<file path="src/rtl/serial_adder_ctrl.sv">
// Bit-serial adder: one full-adder cell (two half adders + OR) steps
// LSB-first through WIDTH-bit operands. Optional: SERIAL_ADDER_SUB_EN.

module half_adder (
    input  logic a,
    input  logic b,
    output logic s,
    output logic c
);
    assign s = a ^ b;
    assign c = a & b;
endmodule

module serial_adder_ctrl #(
    parameter int WIDTH = 8
) (
    input  logic             CLK,
    input  logic             RST_N,
    input  logic             START,
    input  logic [WIDTH-1:0] A,
    input  logic [WIDTH-1:0] B,
    input  logic             SUB,
    output logic [WIDTH-1:0] SUM,
    output logic             COUT,
    output logic             BUSY,
    output logic             DONE
);
    localparam int CW = (WIDTH > 1) ? $clog2(WIDTH) : 1;

    typedef enum logic [1:0] {
        S_IDLE,
        S_RUN,
        S_DONE
    } state_t;

    state_t         state;
    logic [WIDTH-1:0] a_q;
    logic [WIDTH-1:0] b_q;
    logic [WIDTH-1:0] res_q;
    logic           carry_q;
    logic [CW-1:0]  cnt_q;

    logic b_bit;
    logic carry_init;
    logic s0;
    logic c0;
    logic c1;
    logic fa_s;
    logic fa_c;

`ifdef SERIAL_ADDER_SUB_EN
    logic sub_q;
    assign b_bit      = b_q[0] ^ sub_q;
    assign carry_init = SUB;
`else
    logic unused_sub;
    assign unused_sub = SUB;
    assign b_bit      = b_q[0];
    assign carry_init = 1'b0;
`endif

    half_adder u_ha0 (
        .a (a_q[0]),
        .b (b_bit),
        .s (s0),
        .c (c0)
    );

    half_adder u_ha1 (
        .a (s0),
        .b (carry_q),
        .s (fa_s),
        .c (c1)
    );

    assign fa_c = c0 | c1;

    // Control FSM plus serial datapath; every output is a register.
    always_ff @(posedge CLK or negedge RST_N) begin
        if (!RST_N) begin
            state   <= S_IDLE;
            a_q     <= '0;
            b_q     <= '0;
            res_q   <= '0;
            carry_q <= 1'b0;
            cnt_q   <= '0;
            SUM     <= '0;
            COUT    <= 1'b0;
            BUSY    <= 1'b0;
            DONE    <= 1'b0;
`ifdef SERIAL_ADDER_SUB_EN
            sub_q   <= 1'b0;
`endif
        end else begin
            DONE <= 1'b0;
            unique case (state)
                S_IDLE: begin
                    if (START) begin
                        a_q     <= A;
                        b_q     <= B;
                        carry_q <= carry_init;
                        cnt_q   <= '0;
                        BUSY    <= 1'b1;
                        state   <= S_RUN;
`ifdef SERIAL_ADDER_SUB_EN
                        sub_q   <= SUB;
`endif
                    end
                end
                S_RUN: begin
                    a_q     <= a_q >> 1;
                    b_q     <= b_q >> 1;
                    res_q   <= {fa_s, res_q[WIDTH-1:1]};
                    carry_q <= fa_c;
                    cnt_q   <= cnt_q + 1'b1;
                    // Last bit: publish the completed word and carry.
                    if (cnt_q == CW'(WIDTH - 1)) begin
                        SUM   <= {fa_s, res_q[WIDTH-1:1]};
                        COUT  <= fa_c;
                        DONE  <= 1'b1;
                        state <= S_DONE;
                    end
                end
                S_DONE: begin
                    BUSY  <= 1'b0;
                    state <= S_IDLE;
                end
                default: begin
                    BUSY  <= 1'b0;
                    state <= S_IDLE;
                end
            endcase
        end
    end
endmodule

</file>
<file path="config.mk">
export PLATFORM = sky130hd
export DESIGN_NAME = serial_adder_ctrl
export DESIGN_NICKNAME = d
export VERILOG_FILES = /design/src/rtl/serial_adder_ctrl.sv
export SDC_FILE = /design/constraint.sdc
export NUM_CORES = 1
export LEC_CHECK = 0
export ABC_AREA = 0
export BUFFER_PORTS_ARGS = -buffer_cell sky130_fd_sc_hd__buf_2
export CORE_UTILIZATION = 30
export DETAILED_ROUTE_END_ITERATION = 6
export PLACE_DENSITY = 0.59
export SLEW_MARGIN = 40
export SYNTH_ARGS = -nofsm -noshare
export SYNTH_HDL_FRONTEND = slang
export SYNTH_SLANG_ARGS = --single-unit
</file>
<file path="constraint.sdc">
create_clock -name CLK -period 1.2 [get_ports CLK]
set_input_delay 0.06 -clock CLK [delete_from_list [all_inputs] [get_ports CLK]]
set_output_delay 0.06 -clock CLK [all_outputs]
set_load 0.01 [all_outputs]
</file>
# Word-level counts from Yosys, hierarchy flattened
# Index checks and enable logic that the tools add are counted.
# word_totals
regBits,41
latchBits,0
mem_bits_rw,0
romBits,0
out_inout_bits,11
memories,0
# op_classes
add_sub_neg,1
mul,0
div,0
magnitude_cmp,0
eq_ne,4
n_shift,0
mux,15
bitwise_logic,6
n_reduce_logical,6
# op_table
cell,count
$pmux W8 S2,2
$mux W8,2
$reduce_and A2 Y1,4
$pmux W3 S2,1
$mux W1,4
$mux W2,2
$ne A2 B2 Y1 const B,2
$pmux W1 S2,2
$pmux W2 S2,1
$add A3 B1 Y3 const B,1
$eq A3 B3 Y1 const B,1
$mux W3,1
$and A1 B1 Y1,2
$eq A2 B1 Y1 const B,1
$logic_not A2 Y1,1
$reduce_bool A2 Y1,1
$xor A1 B1 Y1,2
$not A1 Y1,1
$or A1 B1 Y1,1

# Longest topological paths before layout
# Gate-level depths: netlist of the first run.
# logic_depth
ltp_word,4
depth_mapped,6

# By module
# From an unflattened synthesis of the first run, not the netlist that was laid out.
# unflattened
cells_unflattened,142
hier_area_um2,1720.4
# modules_own_cells
module,n_inst,cells_per_inst,area_each_um2,seq_area_each_um2
serial_adder_ctrl,1,140,1695.4,1001.0
half_adder,2,1,12.5,0.0

# Worst setup path after synthesis of the first run
# Ideal clock, no wire load.
# synth_path
path_kind,register to register
start,register cnt_q[0]
end,register SUM[0]
setup_time_ns,0.125
arrival_time_ns,1.243
required_ns,1.075
path_slack_ns,-0.168
stages_incl_launch_ff,6
n_path_buf,0
period_less_slack_ns,1.368
cell_sequence,dfrtp_1 > ha_1 > ha_1 > nand2_4 > inv_4 > mux2_4
# synth_between
elab_chain_cells,2
# synth_rtl
element,line,rtl
from (decl),41,logic [CW-1:0] cnt_q;
from (signal assigned),115,cnt_q <= cnt_q + 1'b1;
$eq A3 B3 Y1,117,if (cnt_q == CW'(WIDTH - 1)) begin
$reduce_and A2 Y1 (no line),n/a,
to (signal assigned),118,"SUM <= {fa_s, res_q[WIDTH-1:1]};"
to (decl),23,"output logic [WIDTH-1:0] SUM,"
# Every way passes these cells.
# A chain may end at the register's enable or synchronous reset.

# Worst setup path in the final report of the first run
# layout_path
start,register cnt_q[0]
end,register SUM[5]
# Same word-level chain as after synthesis.

==> out/summary.md, run 1 <==
• **class of the worst hold path** in2reg
• **post-route non-filler standard cell count** 271
• **placed inst area** 2110 sq um
• **number of violations of the max-capacitance limit** 0
• **worst-skew pair later-pin latency** 300 ps
• **top_reg_cell synth** sky130_fd_sc_hd__dfrtp_1
• **final wirelength** 3674 um
• **final setup violating endpoints** 21
• **Initial Utilization** 31.28%
• **shortest clock period the worst path allows after layout** 1304 ps
• **area growth from synthesis to layout** 35.67%
• **TritonCTS clock tree** done
• **top cells by instance count after synthesis** sky130_fd_sc_hd__dfrtp_1, sky130_fd_sc_hd__nand2_1, sky130_fd_sc_hd__o22ai_1
• **CTS root buffer** sky130_fd_sc_hd__clkbuf_8
• **DR vias** 1290
• **most frequent cell after synthesis** sky130_fd_sc_hd__dfrtp_1
• **highest-delay cell along the critical path** sky130_fd_sc_hd__dfrtp_1
• **Filler Cells Inserted** 540
• **largest net degree at the start of global routing** 25
• **power density over the cells** 2644 nW/um^2
• **top-level I/O count** 31
• **top fanout value on the critical path** 7
• **CORE AREA** 5540 sq um
• **kind of start point of the critical path** flip-flop
• **cell-by-cell trace of the critical path** ha_2 -> ha_4 -> nand2_8 -> inv_8 -> mux2_4
• **syn_nets** 169
• **library cell occupying the most area in the post-synthesis netlist** sky130_fd_sc_hd__dfrtp_1
• **data arrival at the endpoint of the critical path** 1490 ps
• **GRT Resource Usage Total** 13.71%
• **transition time of the tightest slew-check pin** 412.8 ps
• **total clock buffers created by CTS** 5
• **max_slew headroom** 72.48%
• **average routed wire per standard cell** 13.56 um
• **delay of the slowest cell on the worst path** 380 ps
• **min setup slack post-route** -104.4 ps
• **share of the cycle needed by the critical path after routing** 108.7%
• **count of endpoints failing hold in the final timing report** 0
• **total half-perimeter wirelength after legalization and detailed placement** 2505 um
• **DIE WIDTH** 78 um
• **leakage power** 1.117 nW
• **critical path capture point type** flip-flop
• **count of distinct cell types in the synthesized netlist** 26
• **Synth Instances** 146
• **share of the core filled with cells** 42.43%
• **# placed instances** 257
• **via count normalized by instance count** 4.760
• **row count** 27
• **fmax** 0.7666 GHz
• **final max-slew violation count** 0
• **share of post-route cells with drive strength above 1** 45.23%
• **mean post-synth cell area** 11.87 sq um
• **run status** finished, violations left
• **floorplan die height** 78 um
• **Data required, critical path** 1390 ps
• **Ys Warns** 0
• **kind of critical path** reg2reg
• **flip-flop and latch count after synthesis** 40
• **setup repair after global routing missed its margin** true
• **fraction of post-synthesis cell area in the top cell type by area** 57.76%
• **count of TritonRoute iterations in the first routing pass** 4
• **sink count of the clock tree** 40
• **fraction of the yosys area taken by sequential cells** 57.76%
• **summed area of non-filler cells in the final layout** 2351 sq um
• **worst slack at placement** -122.1 ps
• **Layout Nets** 221
• **number of levels in the clock H-tree** 2
• **remaining antenna violation count** 0
• **async set-or-reset flop fraction in the synthesized netlist** 100.0%
• **RePlAce Congestion** 0.7462
• **Overflow after GRT** 0
• **number of flops mapped to enable cells by yosys** 0
• **antenna violations before repair** 0
• **port bufs** 29
• **VDD IR max** 0.8565 mV
• **Area contributors post-synth** sky130_fd_sc_hd__dfrtp_1, sky130_fd_sc_hd__mux2_4, sky130_fd_sc_hd__o22ai_1
• **vias in the first global route** 1330
• **DRC violation count after routing** 0
• **area of the die** 6084 sq um
• **Clock Path Buffers** 2
• **clk_skew** 5.573 ps
• **Post-Syn Area** 1733 sq um
• **Clock transition at path regs** 80 ps
• **diode count** 0
• **violations in the final reports** negative setup slack
• **First DRT Iteration DRCs** 85
• **global-route wire length before repair** 6354 um
worst max-delay path, delay by kind of cell, from the launching register on:
kind          cells  cell delay, ps
buf+inv           1              50
mux               1             290
flops             1             380
fa+ha+maj         2             380
simple gates      1             100
power breakdown:
group | switching (W) | internal (W)
combinational | 0.00115 | 0.00156
sequential | 0.000433 | 0.00197
clock | 0.000484 | 0.000615
total | 0.00207 | 0.00414
state kept, by name, summed over array words and instances (netlist names):
name / count
cnt_q: 3
res_q: 7
carry_q: 1
BUSY: 1
SUM: 8
b_q: 8
COUT: 1
state: 2
DONE: 1
a_q: 8
cells by family (layout without fill, tap and decap cells):
group	after synthesis	after routing	synth area share (%)
fa+ha+maj	3	3	2.599
compound gates	44	44	16.90
mux	9	9	7.798
simple gates	33	33	9.314
buf+inv	17	70	5.632
flops	40	40	57.76
per-layer routing:
layer  GRT usage [%]  routed length [um]  vias to the layer above
li1                -                   -                      621
met1           17.76                1691                      643
met2           21.06                1771                       20
met3           4.118                 140                        6
met4           6.111                  72                        0
met5               0                   0                        -
final timing paths:
kind                       cells after the start            startpoint              endpoint  slack (ps)
min reg2reg                                    2  res_q[1]$_DFFE_PN0P_  res_q[1]$_DFFE_PN0P_         480
min                                            3                  A[7]    a_q[7]$_DFFE_PN0P_          40
min in group asynchronous                      2                 RST_N    a_q[6]$_DFFE_PN0P_         220
max reg2reg                                    5  cnt_q[0]$_DFFE_PN0P_    SUM[5]$_DFFE_PN0P_        -100
max                                            5  cnt_q[0]$_DFFE_PN0P_    SUM[5]$_DFFE_PN0P_        -100
max in group asynchronous                      3                 RST_N    a_q[0]$_DFFE_PN0P_         510
layout make-up:
class	count	area, sq um	share of cell area [%]
Sequential cell	40	1001	42.58
Tap cell	72	90.09	3.832
Clock inverter	3	42.54	1.809
Clock buffer	5	68.82	2.927
Multi-Input combinational cell	89	732.0	31.13
Timing Repair Buffer	54	379.1	16.13
Inverter	8	37.54	1.597
cell usage in the layout, fill, tap and decap left out:
cell type and count:
sky130_fd_sc_hd__mux2_4 9, sky130_fd_sc_hd__buf_2 29, sky130_fd_sc_hd__o32ai_2 1, sky130_fd_sc_hd__ha_2 1
sky130_fd_sc_hd__buf_12 3, sky130_fd_sc_hd__o22ai_2 4, sky130_fd_sc_hd__nor2_4 1, sky130_fd_sc_hd__clkinv_2 1
sky130_fd_sc_hd__a2bb2oi_2 4, sky130_fd_sc_hd__nand3b_1 2, sky130_fd_sc_hd__nor2_2 1, sky130_fd_sc_hd__clkbuf_8 5
sky130_fd_sc_hd__ha_4 1, sky130_fd_sc_hd__a22o_1 3, sky130_fd_sc_hd__nand2_8 1, sky130_fd_sc_hd__nor2b_4 1
sky130_fd_sc_hd__o21bai_2 1, sky130_fd_sc_hd__dfrtp_1 40, sky130_fd_sc_hd__buf_6 1, sky130_fd_sc_hd__bufinv_16 1
sky130_fd_sc_hd__dlygate4sd3_1 2, sky130_fd_sc_hd__nand2b_2 1, sky130_fd_sc_hd__fa_2 1, sky130_fd_sc_hd__o31ai_1 1
sky130_fd_sc_hd__o221a_2 2, sky130_fd_sc_hd__buf_4 19, sky130_fd_sc_hd__o22ai_1 16, sky130_fd_sc_hd__nand2_1 22
sky130_fd_sc_hd__nor2_1 1, sky130_fd_sc_hd__inv_1 7, sky130_fd_sc_hd__a21oi_1 10, sky130_fd_sc_hd__o21ai_0 2
sky130_fd_sc_hd__clkinvlp_4 1, sky130_fd_sc_hd__nand2b_1 3, sky130_fd_sc_hd__inv_8 1
what timing repair did:
item,in CTS,in global routing
gates resized for setup,9,7
hold buffers,2,0
pin swaps,3,1
endpoints found under the hold margin,17,0
setup buffers,3,1
endpoints found under the setup margin,25,36
stage by stage:
stage	TNS, ps	power, W	hold slack, ps
after floorplan	-531.5	0.003958	-235.6
final	-1106	0.006215	41.80
after global routing	-2778	0.006698	46.40
after CTS	-1155	0.006136	28.27
after global placement	-1001	0.004759	19.24
after detailed placement	-1138	0.004820	23.50
(Power assumes the default switching activity.)
==> run 2: changes to the inputs <==
SKIP_CTS_REPAIR_TIMING = 1   (was default)
==> run 2 against run 1 <==
The flow still finishes with violations (negative setup slack); core utilization down 0.14 points; clock power about the same; die area is the same; design area fell by 0.32%; critical endpoint unchanged; largest cell class unchanged; largest power group unchanged; highest routed layer unchanged.
==> out/summary.md, run 2 (synthesis results as in run 1) <==
• **run status** finished, violations left
• **violations in the final reports** negative setup slack
• **CTS root buffer** sky130_fd_sc_hd__clkbuf_8
• **count of TritonRoute iterations in the first routing pass** 4
• **DIE WIDTH** 78 um
• **share of post-route cells with drive strength above 1** 47.45%
• **total clock buffers created by CTS** 5
• **Overflow after GRT** 0
• **largest net degree at the start of global routing** 25
• **top fanout value on the critical path** 7
• **Sw Ratio** 33.45%
• **critical path capture point type** flip-flop
• **diode count** 0
• **clk_skew** 5.422 ps
• **final wirelength** 3559 um
• **class of the worst hold path** in2reg
• **remaining antenna violation count** 0
• **top-level I/O count** 31
• **number of violations of the max-capacitance limit** 0
• **area growth from synthesis to layout** 35.23%
• **power density over the cells** 2650 nW/um^2
• **final max-slew violation count** 0
• **VDD IR max** 0.8359 mV
• **most used cells in the layout excluding fill and tap cells** sky130_fd_sc_hd__dfrtp_1, sky130_fd_sc_hd__buf_2, sky130_fd_sc_hd__nand2_1
• **part of the power in combinational logic** 43.3%
• **internal power** 0.004132 W
• **final setup violating endpoints** 23
• **Psw** 0.002077 W
• **# placed instances** 257
• **worst slack at placement** -122.1 ps
• **data arrival at the endpoint of the critical path** 1490 ps
• **kind of start point of the critical path** flip-flop
• **setup repair after global routing missed its margin** true
• **shortest clock period the worst path allows after layout** 1304 ps
• **DRC violation count after routing** 0
• **antenna violations before repair** 0
• **Clock transition at path regs** 80 ps
• **First DRT Iteration DRCs** 89
• **RePlAce Congestion** 0.7462
• **post-route non-filler standard cell count** 268
• **vias in the first global route** 1286
• **Data required, critical path** 1390 ps
• **share of the cycle needed by the critical path after routing** 108.7%
• **Layout Nets** 218
• **r2r setup slk** -100 ps
• **most common cell after layout, fill and taps aside** sky130_fd_sc_hd__dfrtp_1
• **port bufs** 29
• **fmax** 0.7668 GHz
• **CORE AREA** 5540 sq um
• **sink count of the clock tree** 40
• **registers with the most flip-flops** SUM x8, a_q x8, b_q x8
• **average routed wire per standard cell** 13.28 um
• **area of the die** 6084 sq um
• **register share of total power** 39.1%
• **GRT Resource Usage Total** 13.18%
• **Initial Utilization** 31.28%
• **part of the power in the clock network** 17.7%
• **DR vias** 1271
• **count of endpoints failing hold in the final timing report** 0
• **total power** 0.006209 W
• **via count normalized by instance count** 4.743
• **kind of critical path** reg2reg
• **total half-perimeter wirelength after legalization and detailed placement** 2505 um
• **leakage power** 1.106 nW
• **TritonCTS clock tree** done
• **max_slew headroom** 71.85%
• **min setup slack post-route** -104.2 ps
• **setup_tns** -1103 ps
• **number of levels in the clock H-tree** 2
• **transition time of the tightest slew-check pin** 422.2 ps
• **Clock Path Buffers** 2
• **global-route wire length before repair** 6065 um
• **floorplan die height** 78 um
• **row count** 27
• **worst-skew pair later-pin latency** 300 ps
## run 2: worst paths after layout
kind                                           start                    to  cells after the start
worst max-delay path            cnt_q[0]$_DFFE_PN0P_    SUM[5]$_DFFE_PN0P_                      5
worst min-delay path                            B[7]    b_q[7]$_DFFE_PN0P_                      3
worst max register to register  cnt_q[0]$_DFFE_PN0P_    SUM[5]$_DFFE_PN0P_                      5
worst min register to register  res_q[1]$_DFFE_PN0P_  res_q[1]$_DFFE_PN0P_                      2
max in group asynchronous                      RST_N  state[0]$_DFFE_PN0P_                      3
min in group asynchronous                      RST_N    a_q[6]$_DFFE_PN0P_                      2
## run 2: cell type report
type | instances | area [sq um]
inverter | 8 | 37.54
clock buffer | 5 | 68.82
multi-input combinational | 89 | 748.2
sequential | 40 | 1002
clock inverter | 3 | 42.54
tap | 72 | 90.09
timing repair buffer | 51 | 354.1
fill | 544 | 3197
## run 2: metal layers
layer	global-route usage (%)	share of wire, %	vias to the layer above
met1	16.94	47	630
met3	4.118	3.8	5
met4	6.111	2.0	0
li1	-	-	618
met2	20.18	48	18
met5	0	0	-
## run 2: power by group through the flow
stage / Combinational (W) / Clock (W) / Sequential (W)
floorplan: 0.00157 / 0 / 0.00239
global placement: 0.00236 / 0 / 0.00240
detailed placement: 0.00240 / 0 / 0.00242
CTS: 0.00241 / 0.00112 / 0.00240
global route: 0.00297 / 0.00119 / 0.00252
finish: 0.00269 / 0.00110 / 0.00243
## run 2: worst max-delay path, cell delays in order (launching register included)
cell and delay (ps):
sky130_fd_sc_hd__dfrtp_1 380, sky130_fd_sc_hd__ha_2 200, sky130_fd_sc_hd__ha_4 180, sky130_fd_sc_hd__nand2_8 100, sky130_fd_sc_hd__inv_8 50, sky130_fd_sc_hd__mux2_4 290
## run 2: metrics by stage
step           instance area, sq um  util [%]  hold WS, ps
2_1_floorplan                  1759         -       -235.6
3_3_place_gp                   2110     38.08        19.24
3_5_place_dp                   2110     38.08        23.50
4_1_cts                        2221     40.09       -296.9
5_1_grt                        2344     42.30        18.06
6_report                       2344     42.30        5.180
